===== config.mk =====
export PLATFORM = sky130hd
export DESIGN_NAME = easyaxi_mst_rd_arb_flat
export DESIGN_NICKNAME = d
export VERILOG_FILES = /design/src/rtl/easyaxi_mst_rd_arb_if.sv /design/src/rtl/easyaxi_mst_rd_arb.sv /design/src/flat_wrapper.sv
export SDC_FILE = /design/constraint.sdc
export NUM_CORES = 1
export LEC_CHECK = 0
export BUFFER_PORTS_ARGS = -buffer_cell sky130_fd_sc_hd__buf_2
export CAP_MARGIN = 15
export CORE_MARGIN = 10
export CORE_UTILIZATION = 31
export DETAILED_ROUTE_END_ITERATION = 16
export PLACE_DENSITY = 0.66
export SLEW_MARGIN = 20
export SYNTH_ARGS = -nofsm -noshare
export SYNTH_HDL_FRONTEND = slang
export SYNTH_SLANG_ARGS = --single-unit

===== constraint.sdc =====
create_clock -name clk -period 3.5 [get_ports clk]
set_clock_uncertainty 0.2 [all_clocks]
set_input_delay 0.7 -clock clk [delete_from_list [all_inputs] [get_ports clk]]
set_output_delay 0.7 -clock clk [all_outputs]
set_load 0.01 [all_outputs]

===== src/rtl/easyaxi_mst_rd_arb_if.sv =====
// AXI read master port (AR + R) shared by the read arbiter.
// master: drives AR and rready; slave: drives arready and R.
`ifndef AXI_ID_W
`define AXI_ID_W 4
`endif
`ifndef AXI_ADDR_W
`define AXI_ADDR_W 32
`endif
`ifndef AXI_LEN_W
`define AXI_LEN_W 8
`endif
`ifndef AXI_SIZE_W
`define AXI_SIZE_W 3
`endif
`ifndef AXI_BURST_W
`define AXI_BURST_W 2
`endif
`ifndef AXI_DATA_W
`define AXI_DATA_W 32
`endif
`ifndef AXI_RESP_W
`define AXI_RESP_W 2
`endif
`ifndef AXI_USER_W
`define AXI_USER_W 1
`endif

interface easyaxi_mst_rd_arb_if;
    logic                      arvalid;
    logic                      arready;
    logic [`AXI_ID_W-1:0]      arid;
    logic [`AXI_ADDR_W-1:0]    araddr;
    logic [`AXI_LEN_W-1:0]     arlen;
    logic [`AXI_SIZE_W-1:0]    arsize;
    logic [`AXI_BURST_W-1:0]   arburst;
    logic [`AXI_USER_W-1:0]    aruser;
    logic                      rvalid;
    logic                      rready;
    logic [`AXI_ID_W-1:0]      rid;
    logic [`AXI_DATA_W-1:0]    rdata;
    logic [`AXI_RESP_W-1:0]    rresp;
    logic                      rlast;
    logic [`AXI_USER_W-1:0]    ruser;

    modport master (
        output arvalid, arid, araddr, arlen, arsize, arburst, aruser,
        output rready,
        input  arready,
        input  rvalid, rid, rdata, rresp, rlast, ruser
    );

    modport slave (
        input  arvalid, arid, araddr, arlen, arsize, arburst, aruser,
        input  rready,
        output arready,
        output rvalid, rid, rdata, rresp, rlast, ruser
    );
endinterface


===== src/rtl/easyaxi_mst_rd_arb.sv =====
// Round-robin AR arbiter + RID router sharing one AXI read master port.
// Ports: clk/rst, per-source flattened AR/R, ost_full, route_err, idle, axi_mst.
`ifndef AXI_ID_W
`define AXI_ID_W 4
`endif
`ifndef AXI_ADDR_W
`define AXI_ADDR_W 32
`endif
`ifndef AXI_LEN_W
`define AXI_LEN_W 8
`endif
`ifndef AXI_SIZE_W
`define AXI_SIZE_W 3
`endif
`ifndef AXI_BURST_W
`define AXI_BURST_W 2
`endif
`ifndef AXI_DATA_W
`define AXI_DATA_W 32
`endif
`ifndef AXI_RESP_W
`define AXI_RESP_W 2
`endif
`ifndef AXI_USER_W
`define AXI_USER_W 1
`endif

module easyaxi_mst_rd_arb #(
    parameter int SRC_NUM = 4,
    parameter int SRC_W   = 2,
    parameter int LID_W   = 2,
    parameter int MAX_OST = 8,
    parameter int OST_W   = 4
) (
    input  logic                              clk,
    input  logic                              rst,
    input  logic [SRC_NUM-1:0]                src_arvalid,
    output logic [SRC_NUM-1:0]                src_arready,
    input  logic [SRC_NUM*LID_W-1:0]          src_arid,
    input  logic [SRC_NUM*`AXI_ADDR_W-1:0]    src_araddr,
    input  logic [SRC_NUM*`AXI_LEN_W-1:0]     src_arlen,
    input  logic [SRC_NUM*`AXI_SIZE_W-1:0]    src_arsize,
    input  logic [SRC_NUM*`AXI_BURST_W-1:0]   src_arburst,
    output logic [SRC_NUM-1:0]                src_rvalid,
    input  logic [SRC_NUM-1:0]                src_rready,
    output logic [LID_W-1:0]                  src_rid,
    output logic [`AXI_DATA_W-1:0]            src_rdata,
    output logic [`AXI_RESP_W-1:0]            src_rresp,
    output logic                              src_rlast,
    output logic [SRC_NUM-1:0]                src_ost_full,
    output logic                              route_err,
    output logic                              idle,
    easyaxi_mst_rd_arb_if.master              axi_mst
);

    localparam int AW = `AXI_ADDR_W;
    localparam int LW = `AXI_LEN_W;
    localparam int SW = `AXI_SIZE_W;
    localparam int BW = `AXI_BURST_W;

    typedef enum logic {S_EMPTY, S_FULL} slot_e;

    slot_e                  state;
    slot_e                  state_nx;
    logic [SRC_W-1:0]       rr_ptr;
    logic [OST_W-1:0]       cnt [SRC_NUM];
    logic [SRC_NUM-1:0]     elig;
    logic [SRC_NUM-1:0]     cnt_nz;
    logic [SRC_NUM-1:0]     dec;
    logic                   gnt_vld;
    logic [SRC_W-1:0]       gnt_idx;
    logic [SRC_W:0]         pos;
    logic                   ar_hs;
    logic                   capture;
    logic                   grant;
    logic [SRC_W-1:0]       r_idx;
    logic                   r_ok;
    logic                   r_hs;
    logic [`AXI_ID_W-1:0]   arid_q;
    logic [AW-1:0]          araddr_q;
    logic [LW-1:0]          arlen_q;
    logic [SW-1:0]          arsize_q;
    logic [BW-1:0]          arburst_q;
    logic                   unused_ok;

    always_comb begin
        for (int s = 0; s < SRC_NUM; s++) begin
            src_ost_full[s] = (cnt[s] == OST_W'(MAX_OST));
            cnt_nz[s]       = |cnt[s];
        end
    end

    assign elig = src_arvalid & ~src_ost_full;

    // Scan from the farthest offset down so the nearest eligible source
    // at or after rr_ptr is the last (winning) assignment.
    always_comb begin
        gnt_vld = 1'b0;
        gnt_idx = '0;
        pos     = '0;
        for (int i = SRC_NUM - 1; i >= 0; i--) begin
            pos = {1'b0, rr_ptr} + (SRC_W+1)'(i);
            if (pos >= (SRC_W+1)'(SRC_NUM))
                pos = pos - (SRC_W+1)'(SRC_NUM);
            if (elig[pos[SRC_W-1:0]]) begin
                gnt_vld = 1'b1;
                gnt_idx = pos[SRC_W-1:0];
            end
        end
    end

    assign ar_hs   = axi_mst.arvalid & axi_mst.arready;
    assign capture = (state == S_EMPTY) | ar_hs;
    // Reset also masks the combinational accept so no source sees a
    // handshake that the slot would then discard.
    assign grant   = ~rst & capture & gnt_vld;

    assign src_arready = grant ? (SRC_NUM'(1) << gnt_idx) : '0;

    always_ff @(posedge clk or posedge rst) begin
        if (rst) state <= S_EMPTY;
        else     state <= state_nx;
    end

    always_comb begin
        state_nx = state;
        unique case (state)
            S_EMPTY: if (grant) state_nx = S_FULL;
            S_FULL:  if (ar_hs && !grant) state_nx = S_EMPTY;
            default: state_nx = S_EMPTY;
        endcase
    end

    always_ff @(posedge clk or posedge rst) begin
        if (rst) begin
            rr_ptr    <= '0;
            arid_q    <= '0;
            araddr_q  <= '0;
            arlen_q   <= '0;
            arsize_q  <= '0;
            arburst_q <= '0;
        end else if (grant) begin
            rr_ptr    <= (int'(gnt_idx) == SRC_NUM - 1) ? '0 : gnt_idx + 1'b1;
            arid_q    <= {gnt_idx, src_arid[int'(gnt_idx)*LID_W +: LID_W]};
            araddr_q  <= src_araddr[int'(gnt_idx)*AW +: AW];
            arlen_q   <= src_arlen[int'(gnt_idx)*LW +: LW];
            arsize_q  <= src_arsize[int'(gnt_idx)*SW +: SW];
            arburst_q <= src_arburst[int'(gnt_idx)*BW +: BW];
        end
    end

    assign axi_mst.arvalid = (state == S_FULL);
    assign axi_mst.arid    = arid_q;
    assign axi_mst.araddr  = araddr_q;
    assign axi_mst.arlen   = arlen_q;
    assign axi_mst.arsize  = arsize_q;
    assign axi_mst.arburst = arburst_q;
    assign axi_mst.aruser  = '0;

    assign r_idx = axi_mst.rid[`AXI_ID_W-1 -: SRC_W];
    assign r_ok  = ({1'b0, r_idx} < (SRC_W+1)'(SRC_NUM));

    // Beats for a nonexistent source are accepted and dropped so the
    // shared R channel can never deadlock.
    assign axi_mst.rready = r_ok ? src_rready[r_idx] : 1'b1;
    assign src_rvalid     = (axi_mst.rvalid & r_ok) ? (SRC_NUM'(1) << r_idx) : '0;
    assign src_rid        = axi_mst.rid[LID_W-1:0];
    assign src_rdata      = axi_mst.rdata;
    assign src_rresp      = axi_mst.rresp;
    assign src_rlast      = axi_mst.rlast;
    assign r_hs           = axi_mst.rvalid & axi_mst.rready;

    always_comb begin
        for (int s = 0; s < SRC_NUM; s++)
            dec[s] = r_hs & axi_mst.rlast & r_ok & (r_idx == SRC_W'(s));
    end

    // Decrement at zero saturates: RLASTs of bursts issued before a
    // reset may still arrive afterwards.
    always_ff @(posedge clk or posedge rst) begin
        if (rst) begin
            for (int s = 0; s < SRC_NUM; s++) cnt[s] <= '0;
        end else begin
            for (int s = 0; s < SRC_NUM; s++) begin
                if (src_arready[s] && !dec[s])
                    cnt[s] <= cnt[s] + 1'b1;
                else if (dec[s] && !src_arready[s] && cnt_nz[s])
                    cnt[s] <= cnt[s] - 1'b1;
            end
        end
    end

    always_ff @(posedge clk or posedge rst) begin
        if (rst) route_err <= 1'b0;
        else     route_err <= axi_mst.rvalid & ~r_ok;
    end

    assign idle = (state == S_EMPTY) & ~|cnt_nz;

    assign unused_ok = &{1'b0, axi_mst.ruser};

endmodule


===== src/flat_wrapper.sv =====
// flat-port wrapper written by rule: the top's interface ports become plain ports
module easyaxi_mst_rd_arb_flat 
#(
    parameter int SRC_NUM = 4,
    parameter int SRC_W   = 2,
    parameter int LID_W   = 2,
    parameter int MAX_OST = 8,
    parameter int OST_W   = 4
)
  (clk, rst, src_arvalid, src_arready, src_arid, src_araddr, src_arlen, src_arsize, src_arburst, src_rvalid, src_rready, src_rid, src_rdata, src_rresp, src_rlast, src_ost_full, route_err, idle, axi_mst_arvalid, axi_mst_arid, axi_mst_araddr, axi_mst_arlen, axi_mst_arsize, axi_mst_arburst, axi_mst_aruser, axi_mst_rready, axi_mst_arready, axi_mst_rvalid, axi_mst_rid, axi_mst_rdata, axi_mst_rresp, axi_mst_rlast, axi_mst_ruser);
  easyaxi_mst_rd_arb_if axi_mst_i ();
  input  logic clk;
  input  logic rst;
  input  logic [SRC_NUM-1:0] src_arvalid;
  output logic [SRC_NUM-1:0] src_arready;
  input  logic [SRC_NUM*LID_W-1:0] src_arid;
  input  logic [SRC_NUM*`AXI_ADDR_W-1:0] src_araddr;
  input  logic [SRC_NUM*`AXI_LEN_W-1:0] src_arlen;
  input  logic [SRC_NUM*`AXI_SIZE_W-1:0] src_arsize;
  input  logic [SRC_NUM*`AXI_BURST_W-1:0] src_arburst;
  output logic [SRC_NUM-1:0] src_rvalid;
  input  logic [SRC_NUM-1:0] src_rready;
  output logic [LID_W-1:0] src_rid;
  output logic [`AXI_DATA_W-1:0] src_rdata;
  output logic [`AXI_RESP_W-1:0] src_rresp;
  output logic src_rlast;
  output logic [SRC_NUM-1:0] src_ost_full;
  output logic route_err;
  output logic idle;
  output wire logic [$bits(axi_mst_i.arvalid)-1:0] axi_mst_arvalid;
  output wire logic [$bits(axi_mst_i.arid)-1:0] axi_mst_arid;
  output wire logic [$bits(axi_mst_i.araddr)-1:0] axi_mst_araddr;
  output wire logic [$bits(axi_mst_i.arlen)-1:0] axi_mst_arlen;
  output wire logic [$bits(axi_mst_i.arsize)-1:0] axi_mst_arsize;
  output wire logic [$bits(axi_mst_i.arburst)-1:0] axi_mst_arburst;
  output wire logic [$bits(axi_mst_i.aruser)-1:0] axi_mst_aruser;
  output wire logic [$bits(axi_mst_i.rready)-1:0] axi_mst_rready;
  input wire logic [$bits(axi_mst_i.arready)-1:0] axi_mst_arready;
  input wire logic [$bits(axi_mst_i.rvalid)-1:0] axi_mst_rvalid;
  input wire logic [$bits(axi_mst_i.rid)-1:0] axi_mst_rid;
  input wire logic [$bits(axi_mst_i.rdata)-1:0] axi_mst_rdata;
  input wire logic [$bits(axi_mst_i.rresp)-1:0] axi_mst_rresp;
  input wire logic [$bits(axi_mst_i.rlast)-1:0] axi_mst_rlast;
  input wire logic [$bits(axi_mst_i.ruser)-1:0] axi_mst_ruser;
  assign axi_mst_arvalid = axi_mst_i.arvalid;
  assign axi_mst_arid = axi_mst_i.arid;
  assign axi_mst_araddr = axi_mst_i.araddr;
  assign axi_mst_arlen = axi_mst_i.arlen;
  assign axi_mst_arsize = axi_mst_i.arsize;
  assign axi_mst_arburst = axi_mst_i.arburst;
  assign axi_mst_aruser = axi_mst_i.aruser;
  assign axi_mst_rready = axi_mst_i.rready;
  assign axi_mst_i.arready = axi_mst_arready;
  assign axi_mst_i.rvalid = axi_mst_rvalid;
  assign axi_mst_i.rid = axi_mst_rid;
  assign axi_mst_i.rdata = axi_mst_rdata;
  assign axi_mst_i.rresp = axi_mst_rresp;
  assign axi_mst_i.rlast = axi_mst_rlast;
  assign axi_mst_i.ruser = axi_mst_ruser;
  easyaxi_mst_rd_arb #(.SRC_NUM(SRC_NUM), .SRC_W(SRC_W), .LID_W(LID_W), .MAX_OST(MAX_OST), .OST_W(OST_W)) u_core (.clk(clk), .rst(rst), .src_arvalid(src_arvalid), .src_arready(src_arready), .src_arid(src_arid), .src_araddr(src_araddr), .src_arlen(src_arlen), .src_arsize(src_arsize), .src_arburst(src_arburst), .src_rvalid(src_rvalid), .src_rready(src_rready), .src_rid(src_rid), .src_rdata(src_rdata), .src_rresp(src_rresp), .src_rlast(src_rlast), .src_ost_full(src_ost_full), .route_err(route_err), .idle(idle), .axi_mst(axi_mst_i));
endmodule

* After elaboration in Yosys (flattened, before gate mapping)
Cells that the tools add are included.
** Word-level totals
- Register bits after elaboration :: 68
- Bits of input ports :: 240
- Output and inout port bits :: 103
- Word-level logic and storage cells :: 136
** Cells by class
- Add/subtract/negate cells :: 16
- Multiply operators :: 1
- Order comparisons :: 9
- Eq/ne operators :: 8
- Shifts and indexed selects :: 7
- Mux-type cells :: 36
- Bitwise gates (word level) :: 15
- Reductions and logical operators :: 33
** Operators with widths (number)
- $shiftx 128x8->32 :: 1
- $mux 4 :: 10
- $shiftx 12x32->3 :: 1
- $shiftx 32x6->8 :: 1
- $mux 2 :: 9
- $add 4x1->4 const B :: 4
- $eq 4x4->1 const B :: 4
- $reduce_or 16->1 :: 1
- $reduce_or 4->1 :: 4
- $shiftx 8x4->2 :: 2
- $sub 4x1->4 const B :: 4
- $lt 2x3->1 const B :: 5
- $logic_and 1x1->1 :: 13
- $mux 1 :: 11
- $and 1x1->1 :: 10
- $bmux 1 s2 :: 5
- $logic_not 1->1 :: 10
- $ge 3x3->1 const B :: 3
- $reduce_bool 2->1 :: 4
- $shl 1x2->4 const A :: 2
- $sub 2x1->2 const B :: 4
- $add 2x2->3 const B :: 2
- $and 4x4->4 :: 1
- $eq 2x1->1 const B :: 2
- other kinds (10) :: 12

* Logic depth before layout (Yosys ltp)
Gate-level depths: netlist (run 1).
- Word-level depth :: 16
- Depth in mapped cells :: 17
- Gate-level depth less buffers :: 14

* Worst setup path after synthesis (run 1)
No wires, ideal clock.
- Path kind :: reg2reg
- Start :: register u_core.cnt[8] (netlist bit)
- End :: register u_core.cnt[3] (netlist bit)
- Setup time :: 0.127 ns
- Arrival time :: 3.573 ns
- Data required time :: 3.173 ns
- Path slack :: -0.401 ns
- Cell stages (with the launch flop) :: 18
- Path buffers :: 3
- Period minus slack after synthesis :: 3.901 ns
- Path through :: dfrtp_1 or4b_4 inv_2 o22ai_1 a311o_1 buf_6 inv_8 buf_12 buf_12 ha_1 and2_1 nand2_1 ha_1 a21o_1 a21o_1 a211o_1 a21oi_1 a31oi_1
** Between the ends
- Cells in the longest elaborated chain, start to end :: 15
- Elaborated cells on any way between the ends :: 28
- Classes of those cells :: eq/ne (1); shift (1); mux (18); bitwise (3); reduce/logical (5)
** RTL lines
- from (decl) :: line easyaxi_mst_rd_arb.sv:66 : logic [OST_W-1:0] cnt [SRC_NUM];
- from (signal, indexed assignment) :: line easyaxi_mst_rd_arb.sv:186 : cnt[s] <= cnt[s] + 1'b1;
- from (signal, indexed assignment) :: line easyaxi_mst_rd_arb.sv:188 : cnt[s] <= cnt[s] - 1'b1;
- $eq 4x4->1 * :: line easyaxi_mst_rd_arb.sv:88 : src_ost_full[s] = (cnt[s] == OST_W'(MAX_OST));
- named net src_ost_full[1] :: line flat_wrapper.sv:27 : output logic [SRC_NUM-1:0] src_ost_full;
- $not 4->4 * :: line easyaxi_mst_rd_arb.sv:93 : assign elig = src_arvalid & ~src_ost_full;
- $and 4x4->4 * :: line easyaxi_mst_rd_arb.sv:93
- $bmux 1 s2 :: line easyaxi_mst_rd_arb.sv:105 : if (elig[pos[SRC_W-1:0]]) begin
- $mux 1 (not written as such) :: line easyaxi_mst_rd_arb.sv:105
- $mux 2 or $mux 1 (tied branches) (4 in a row) :: line easyaxi_mst_rd_arb.sv:105
- $shl 1x2->4 or $and 1x1->1 (tied branches) :: line easyaxi_mst_rd_arb.sv:118, easyaxi_mst_rd_arb.sv:116
- $mux 4 * :: line easyaxi_mst_rd_arb.sv:118 : assign src_arready = grant ? (SRC_NUM'(1) << gnt_idx) : '0;
- named net src_arready[3] :: line flat_wrapper.sv:15 : output logic [SRC_NUM-1:0] src_arready;
- $logic_not 1->1 :: line easyaxi_mst_rd_arb.sv:187 : else if (dec[s] && !src_arready[s] && cnt_nz[s])
- $logic_and 1x1->1 (2 in a row) :: line easyaxi_mst_rd_arb.sv:187
- $reduce_bool 2->1 (no source line)
Mark *: on every way through the listed nets, which the timed path passes. The rest lies on a longest branch. The select of a mux whose other input is x is not followed.
A chain may end at the register's enable or synchronous reset.

* Worst setup path in the final report (run 1)
- Start :: register u_core.cnt[10] (netlist bit)
- End :: output src_arready[2]
** Between the ends
- Cells in the longest elaborated chain, start to end :: 11
- Elaborated cells on any way between the ends :: 22
- Classes of those cells :: eq/ne (1); shift (1); mux (17); bitwise (3)
** RTL lines (line)
- $eq 4x4->1 * :: easyaxi_mst_rd_arb.sv:88
- $not 4->4 * :: easyaxi_mst_rd_arb.sv:93
- $and 4x4->4 * :: easyaxi_mst_rd_arb.sv:93
- $bmux 1 s2 :: easyaxi_mst_rd_arb.sv:105
- $mux 1 (not written as such) :: easyaxi_mst_rd_arb.sv:105
- $mux 2 or $mux 1 (tied branches) (4 in a row) :: easyaxi_mst_rd_arb.sv:105
- $shl 1x2->4 or $and 1x1->1 (tied branches) :: easyaxi_mst_rd_arb.sv:118, easyaxi_mst_rd_arb.sv:116
- $mux 4 * :: easyaxi_mst_rd_arb.sv:118
- to (decl) :: flat_wrapper.sv:15
Every way passes the cells marked *; elsewhere a longest branch is shown, timed or not. The select of a mux whose other input is x is not followed.

==> out/summary.txt, run 1 <==
Die ar.: 21280 sq um
Critical Path End Type: primary output
First-pass GRT wire length: 26420 um
CP arrival: 2490 ps
Sequential area share after synthesis: 34.65%
Clk Tree Root Cell: clkbuf_16
Crit start category: flip-flop
Worst EP required: 2600 ps
Nets: 965
Synth-to-layout area growth: 34.70%
Max clock buf depth: 2
Vias in the first global route: 4943
Drt total wl: 16660 um
Rows: 45
Tot GR Track Use: 15.23%
CTS Buf Count: 9
Core area: 15370 sq um
Via density: 4.864
Num Clock Sinks: 68
Detailed-router iteration count before antenna repair: 4
Initial antenna violation count: 0
Share of the synthesized area in the top cell type: 34.65%
Max rail drop VDD: 0.3980 mV
Die Height: 145.9 um
Slew headroom: 44.30%
FFs w/ async S/R, synth: 100.0%
Final non-filler cell total: 928
TritonCTS clock tree: done
DP HPWL: 13410 um
Max Cap Violations: 0
Slew Limit Fails: 0
Final Hold Fails: 0
Post-synth top area cell: dfrtp_1
Worst-Skew Late Latency: 330 ps
Status: completed
IO Pins: 343
YS warnings: 0
Initial DRC count: 210
CP Class: flip-flop to primary output
Gp weighted congestion: 0.7913
Worst hold-check path type: flip-flop to flip-flop
Routed WL per cell: 17.95 um
Gr ovfl total: 0
Starting Density: 31.95%
Ranking of synthesized cells by area: dfrtp_1 35%, mux2i_1 20%, o221ai_1 8.6%
F_max: 294.9 MHz
Post-Syn Instances: 474
Post-synth EDFFs: 0
Synthesized cell area: 4911 sq um
Layout cells sized above 1: 47.70%
Fin crit share: 96.88%
Multi-input gate area: 2714 sq um
Die extent in x: 145.9 um
Inst Count DP: 909
# diodes: 0
FF+latch area: 1702 sq um
DR vias: 4514
Fin crit period: 3391 ps
IO buf count: 267
Synth Flop Type: dfrtp_1
Final setup violation count: 0
Worst Tran Pin Value: 835.6 ps
Post-route cell area: 6615 sq um
Area post-placement: 6260 sq um
Final antenna-violating net count: 0
CTS H-tree depth: 3
Final-layout fill cell count: 1532
RSZ-0062 raised after global routing: false
Leak: 3.357 nW
Worst-path clk slew: 60 ps
DRC: 0
Post-Syn Area per Cell: 10.36 sq um
PwrDens: 794.0 nW/um^2
Largest net degree at the start of global routing: 53
CP max FO: 5
Yosys cell types: 66
CTS Hold Bufs: 0
#FFs+latches synth: 68
[synth_stat cells, types with 2 or more instances]
cell        n
a311o_1     2
o211ai_1    2
o221ai_1   48
a21o_1      8
clkbuf_1   10
nor3_4      2
buf_1       2
clkbuf_4    2
buf_2       5
ha_1        9
nand4_1     3
xor2_1      3
nand2_1    66
o21ai_0     3
nor2b_1     3
nor4b_2     2
o22ai_1     4
nor3_1      3
buf_12      4
inv_1      11
fa_1        4
nor2_1      3
and2_1      2
mux2_2      2
o2bb2ai_1   4
dfrtp_1    68
nor4_1      3
and3_1      2
nand2b_1    4
buf_4      44
o21a_1      2
a21oi_1     6
nand3_1     5
xnor2_1     5
mux2i_1    97
[state kept, by name, indices dropped and copies added, names as in the netlist]
register,count
u_core.axi_mst.arsize,3
u_core.cnt,16
u_core.rr_ptr,2
u_core.axi_mst.arvalid,1
u_core.axi_mst.arburst,2
u_core.axi_mst.arid,4
u_core.axi_mst.arlen,8
u_core.axi_mst.araddr,32
[where the power goes]
part | leakage [nW] | internal (W) | switching [W]
Clock | 0.153 | 0.000643 | 0.000348
Sequential | 0.835 | 0.00116 | 0.000285
Combinational | 2.37 | 0.00134 | 0.00147
[per-layer routing]
metal  global-route usage (%)  wire (um)  up-vias
li1                         -          -     2210
met1                    17.05       6508     2096
met2                    26.11       8531      180
met3                    5.123       1285       28
met4                    5.814        334        0
met5                        0          0        -
[what timing repair did]
action | in CTS | in global routing
hold endpoints to repair | 0 | 0
setup buffers | 1 | 2
gates resized for setup | 1 | 2
cloned | 0 | 0
setup endpoints to repair | 1 | 4
pin swaps | 1 | 2
[area by class of cell]
| cell class | count | area share (%) |
|---|---|---|
| inverters | 14 | 0.9835 |
| flip-flops and latches | 68 | 25.72 |
| multi-input cells | 325 | 41.03 |
| well taps | 211 | 3.991 |
| clock buffers | 12 | 3.726 |
| clock inverters | 4 | 1.097 |
| repair buffers | 294 | 23.45 |
[kinds of logic after synthesis]
family          count (synthesis)  synth area share, %
compound gates                 94                15.97
xor+xnor                        8                1.427
fa+ha+maj                      13                3.924
buf+inv                        82                11.59
flops                          68                34.65
mux                           101                20.99
other cells                     1              0.07636
simple gates                  107                11.36
[critical path: stages (launching register included)]
cell       delay, ps
dfrtp_1          420
or4b_4           610
a2111oi_2        380
a211o_2          220
inv_4             50
buf_4            160
nor3_4           150
buf_2            170
[final timing paths]
check	from	to	slack, ps	depth (start not counted)
setup / recovery	u_core.cnt[10]	src_arready[2]	110	7
hold / removal	u_core.axi_mst.arid[2]	u_core.axi_mst.arid[2]	280	2
setup reg to reg	u_core.cnt[10]	u_core.cnt[3]	150	13
hold reg to reg	u_core.axi_mst.arid[2]	u_core.axi_mst.arid[2]	280	2
max in group asynchronous	rst	u_core.axi_mst.araddr[29]	2090	3
min in group asynchronous	rst	u_core.cnt[7]	340	2
[cells in the final DEF, fill, tap and decap left out, drive strengths merged, types with 4 or more instances in the layout]
cell type,Yosys,layout
nor3,5,5
mux2i,97,97
inv,14,14
ha,9,9
xnor2,5,5
fa,4,4
clkbuf,12,12
o221ai,48,48
o22ai,4,4
nor4,4,4
o21ai,4,4
nand4,4,4
a21oi,6,6
buf,56,294
a21o,8,8
o2bb2ai,4,4
dfrtp,68,68
nand3,5,5
nand2,66,66
nand2b,4,4
[per-stage QoR]
step	TNS, ps	utilization (%)	setup WS, ps	power (W)	hold WS (ps)
4_1_cts	0	42.86	39.85	0.005290	280.9
3_3_place_gp	0	40.72	50.73	0.004217	254.9
6_report	0	43.04	109.1	0.005253	280.6
2_1_floorplan	-81.86	-	-81.86	0.003488	257.1
3_5_place_dp	0	40.72	9.491	0.004270	267.7
5_1_grt	0	43.04	2.802	0.005671	293.0
No activity file was read; power rests on OpenSTA's default activity.
==> run 2, diff against run 1 <==
--- a/config.mk
+++ b/config.mk
@@ -7,7 +7,7 @@
 export LEC_CHECK = 0
 export BUFFER_PORTS_ARGS = -buffer_cell sky130_fd_sc_hd__buf_2
 export CAP_MARGIN = 15
-export CORE_MARGIN = 10
+export CORE_MARGIN = 3
 export CORE_UTILIZATION = 31
 export DETAILED_ROUTE_END_ITERATION = 16
 export PLACE_DENSITY = 0.66
==> run 2 against run 1 <==
  * Global-route usage grew 1.1 points
  * Count of clock-buffer cells in the layout up 1
  * Worst setup slack worse by 19 ps
  * Largest cell class unchanged
==> out/summary.txt, run 2 (synthesis results as in run 1) <==
Status: completed
Max rail drop VDD: 0.4093 mV (+2.8%)
Num Clock Sinks: 68 (unchanged)
Slew headroom: 50.04% (+5.7 points)
Slew Limit Fails: 0 (unchanged)
Die Height: 131.9 um (-9.6%)
Met1 GRT Util: 19.20% (+2.2 points)
Worst hold-check path type: primary input to async pin
First-pass GRT wire length: 23320 um (-12%)
Commonest non-fill, non-tap cell in the layout: buf_2
Die extent in x: 131.9 um (-9.6%)
IO Pins: 343 (unchanged)
CP arrival: 2510 ps (+20 ps)
Final antenna-violating net count: 0 (unchanged)
Worst-case reg-to-reg path depth: 12 (-1)
Multi-input gate area: 2741 sq um (+1.0%)
Area post-placement: 6320 sq um (+0.96%)
Final Hold Fails: 0 (unchanged)
Worst-Skew Late Latency: 330 ps (about the same)
Via density: 4.865 (about the same)
DP HPWL: 11420 um (-15%)
Rows: 45 (unchanged)
Starting Density: 31.95% (unchanged)
Crit start category: flip-flop
Tot GR Track Use: 16.36% (+1.1 points)
Setup TNS: 0 ps (unchanged)
CP max FO: 6 (+1)
Most frequent cells in the layout: 266 x buf_2, 97 x mux2i_1, 68 x dfrtp_1, 62 x nand2_1, 48 x o221ai_1
Worst-path clk slew: 50 ps (about the same)
Routing usage on met2: 28.79% (+2.7 points)
Vias in the first global route: 4761 (-3.7%)
Clk Tree Root Cell: clkbuf_16
Fin crit share: 97.42% (+0.54 points)
Critical Path End Type: primary output
DR vias: 4583 (+1.5%)
F_max: 293.3 MHz (-0.55%)
CP Class: flip-flop to primary output
Largest net degree at the start of global routing: 56 (+5.7%)
Die ar.: 17390 sq um (-18%)
Max clock buf depth: 2 (unchanged)
FF+latch area: 1702 sq um (unchanged)
Layout cells sized above 1: 49.25% (+1.5 points)
Initial DRC count: 145 (-31%)
Max reg flops: 32 (unchanged)
Nets: 980 (+1.6%)
Gp weighted congestion: 0.8233 (+4.0%)
Final Util: 43.70% (+0.66 points)
Synth-to-layout area growth: 36.76%
Post-route cell area: 6716 sq um (+1.5%)
Max Cap Violations: 0 (unchanged)
R2r setup slk: 120 ps (-30 ps)
Leak: 3.414 nW (+1.7%)
DRC: 0 (unchanged)
Detailed-router iteration count before antenna repair: 4 (unchanged)
IO buf count: 267 (unchanged)
Worst EP required: 2600 ps (about the same)
Reg2Reg Launch Point: u_core.cnt[9]
Core area: 15370 sq um (unchanged)
Routing usage on met3: 4.847% (-0.28 points)
PwrDens: 774.8 nW/um^2 (-2.4%)
CTS Buf Count: 9 (unchanged)
Routed WL per cell: 15.37 um (-14%)
R2R Path End: u_core.cnt[7]
TritonCTS clock tree: done
CTS H-tree depth: 3 (unchanged)
Gr ovfl total: 0 (unchanged)
RSZ-0062 raised after global routing: true
GR peak layer: met2
Initial antenna violation count: 0 (unchanged)
Final setup violation count: 0 (unchanged)
# diodes: 0 (unchanged)
Final-layout fill cell count: 1509 (-1.5%)
Drt total wl: 14480 um (-13%)
Worst Tran Pin Value: 742.5 ps (-93.07 ps)
Fin crit period: 3410 ps (+18.83 ps)
CTS Hold Bufs: 0 (unchanged)
==> run 2: worst max-delay path by stage <==
| stage | from | endpoint | cells past startpoint |
|---|---|---|---|
| 4_1_cts | u_core.cnt[10] | src_arready[2] | 7 |
| 3_3_place_gp | src_arvalid[0] | u_core.cnt[3] | 14 |
| 5_1_grt | u_core.cnt[14] | src_arready[1] | 8 |
| 3_5_place_dp | src_arvalid[0] | u_core.cnt[3] | 14 |
| 6_report | u_core.cnt[14] | src_arready[1] | 8 |
| 2_1_floorplan | u_core.cnt[8] | u_core.cnt[3] | 17 |
==> run 2: final cells by class <==
type | count | area share (%)
multi-input combinational | 325 | 40.82
sequential | 68 | 25.34
timing repair buffer | 309 | 24.93
tap | 211 | 3.931
clock buffer | 13 | 3.875
inverter | 14 | 0.9687
clock inverter | 2 | 0.1490
==> run 2: routing by layer <==
layer | share of wire (%) | up-vias
li1 | - | 2246
met1 | 40 | 2146
met2 | 52 | 170
met3 | 6.9 | 21
met4 | 1.5 | 0
met5 | 0 | -
==> run 2: critical path, stage by stage, from the launching register on <==
cell and delay, ps:
dfrtp_1 470, nor4b_4 410, o211ai_1 160, a211o_2 390
buf_6 130, buf_4 140, nor3_4 170, buf_4 160
buf_2 140
==> run 2: where the power goes <==
group,internal [W],switching [W],leakage [nW]
Sequential,0.00117,0.000252,0.835
Combinational,0.00144,0.00151,2.44
Clock,0.000512,0.000329,0.135
Total,0.00312,0.00209,3.41
==> run 2: timing repair <==
| action | 4_1_cts | 5_1_grt |
|---|---|---|
| buffers inserted | 1 | 9 |
| pin swaps | 1 | 6 |
| gates resized for setup | 1 | 9 |
| endpoints found under the hold margin | 0 | 0 |
| endpoints found under the setup margin | 2 | 4 |
==> run 2: stage by stage <==
step	worst slack, ps	hold slack, ps	instances	total power [W]
3_3_place_gp	22.38	255.7	917	0.004233
3_5_place_dp	10.51	269.9	917	0.004278
2_1_floorplan	-81.86	257.1	475	0.003488
4_1_cts	-7.275	83.34	933	0.005166
5_1_grt	-24.61	108.1	942	0.005642
6_report	90.29	102.9	942	0.005204
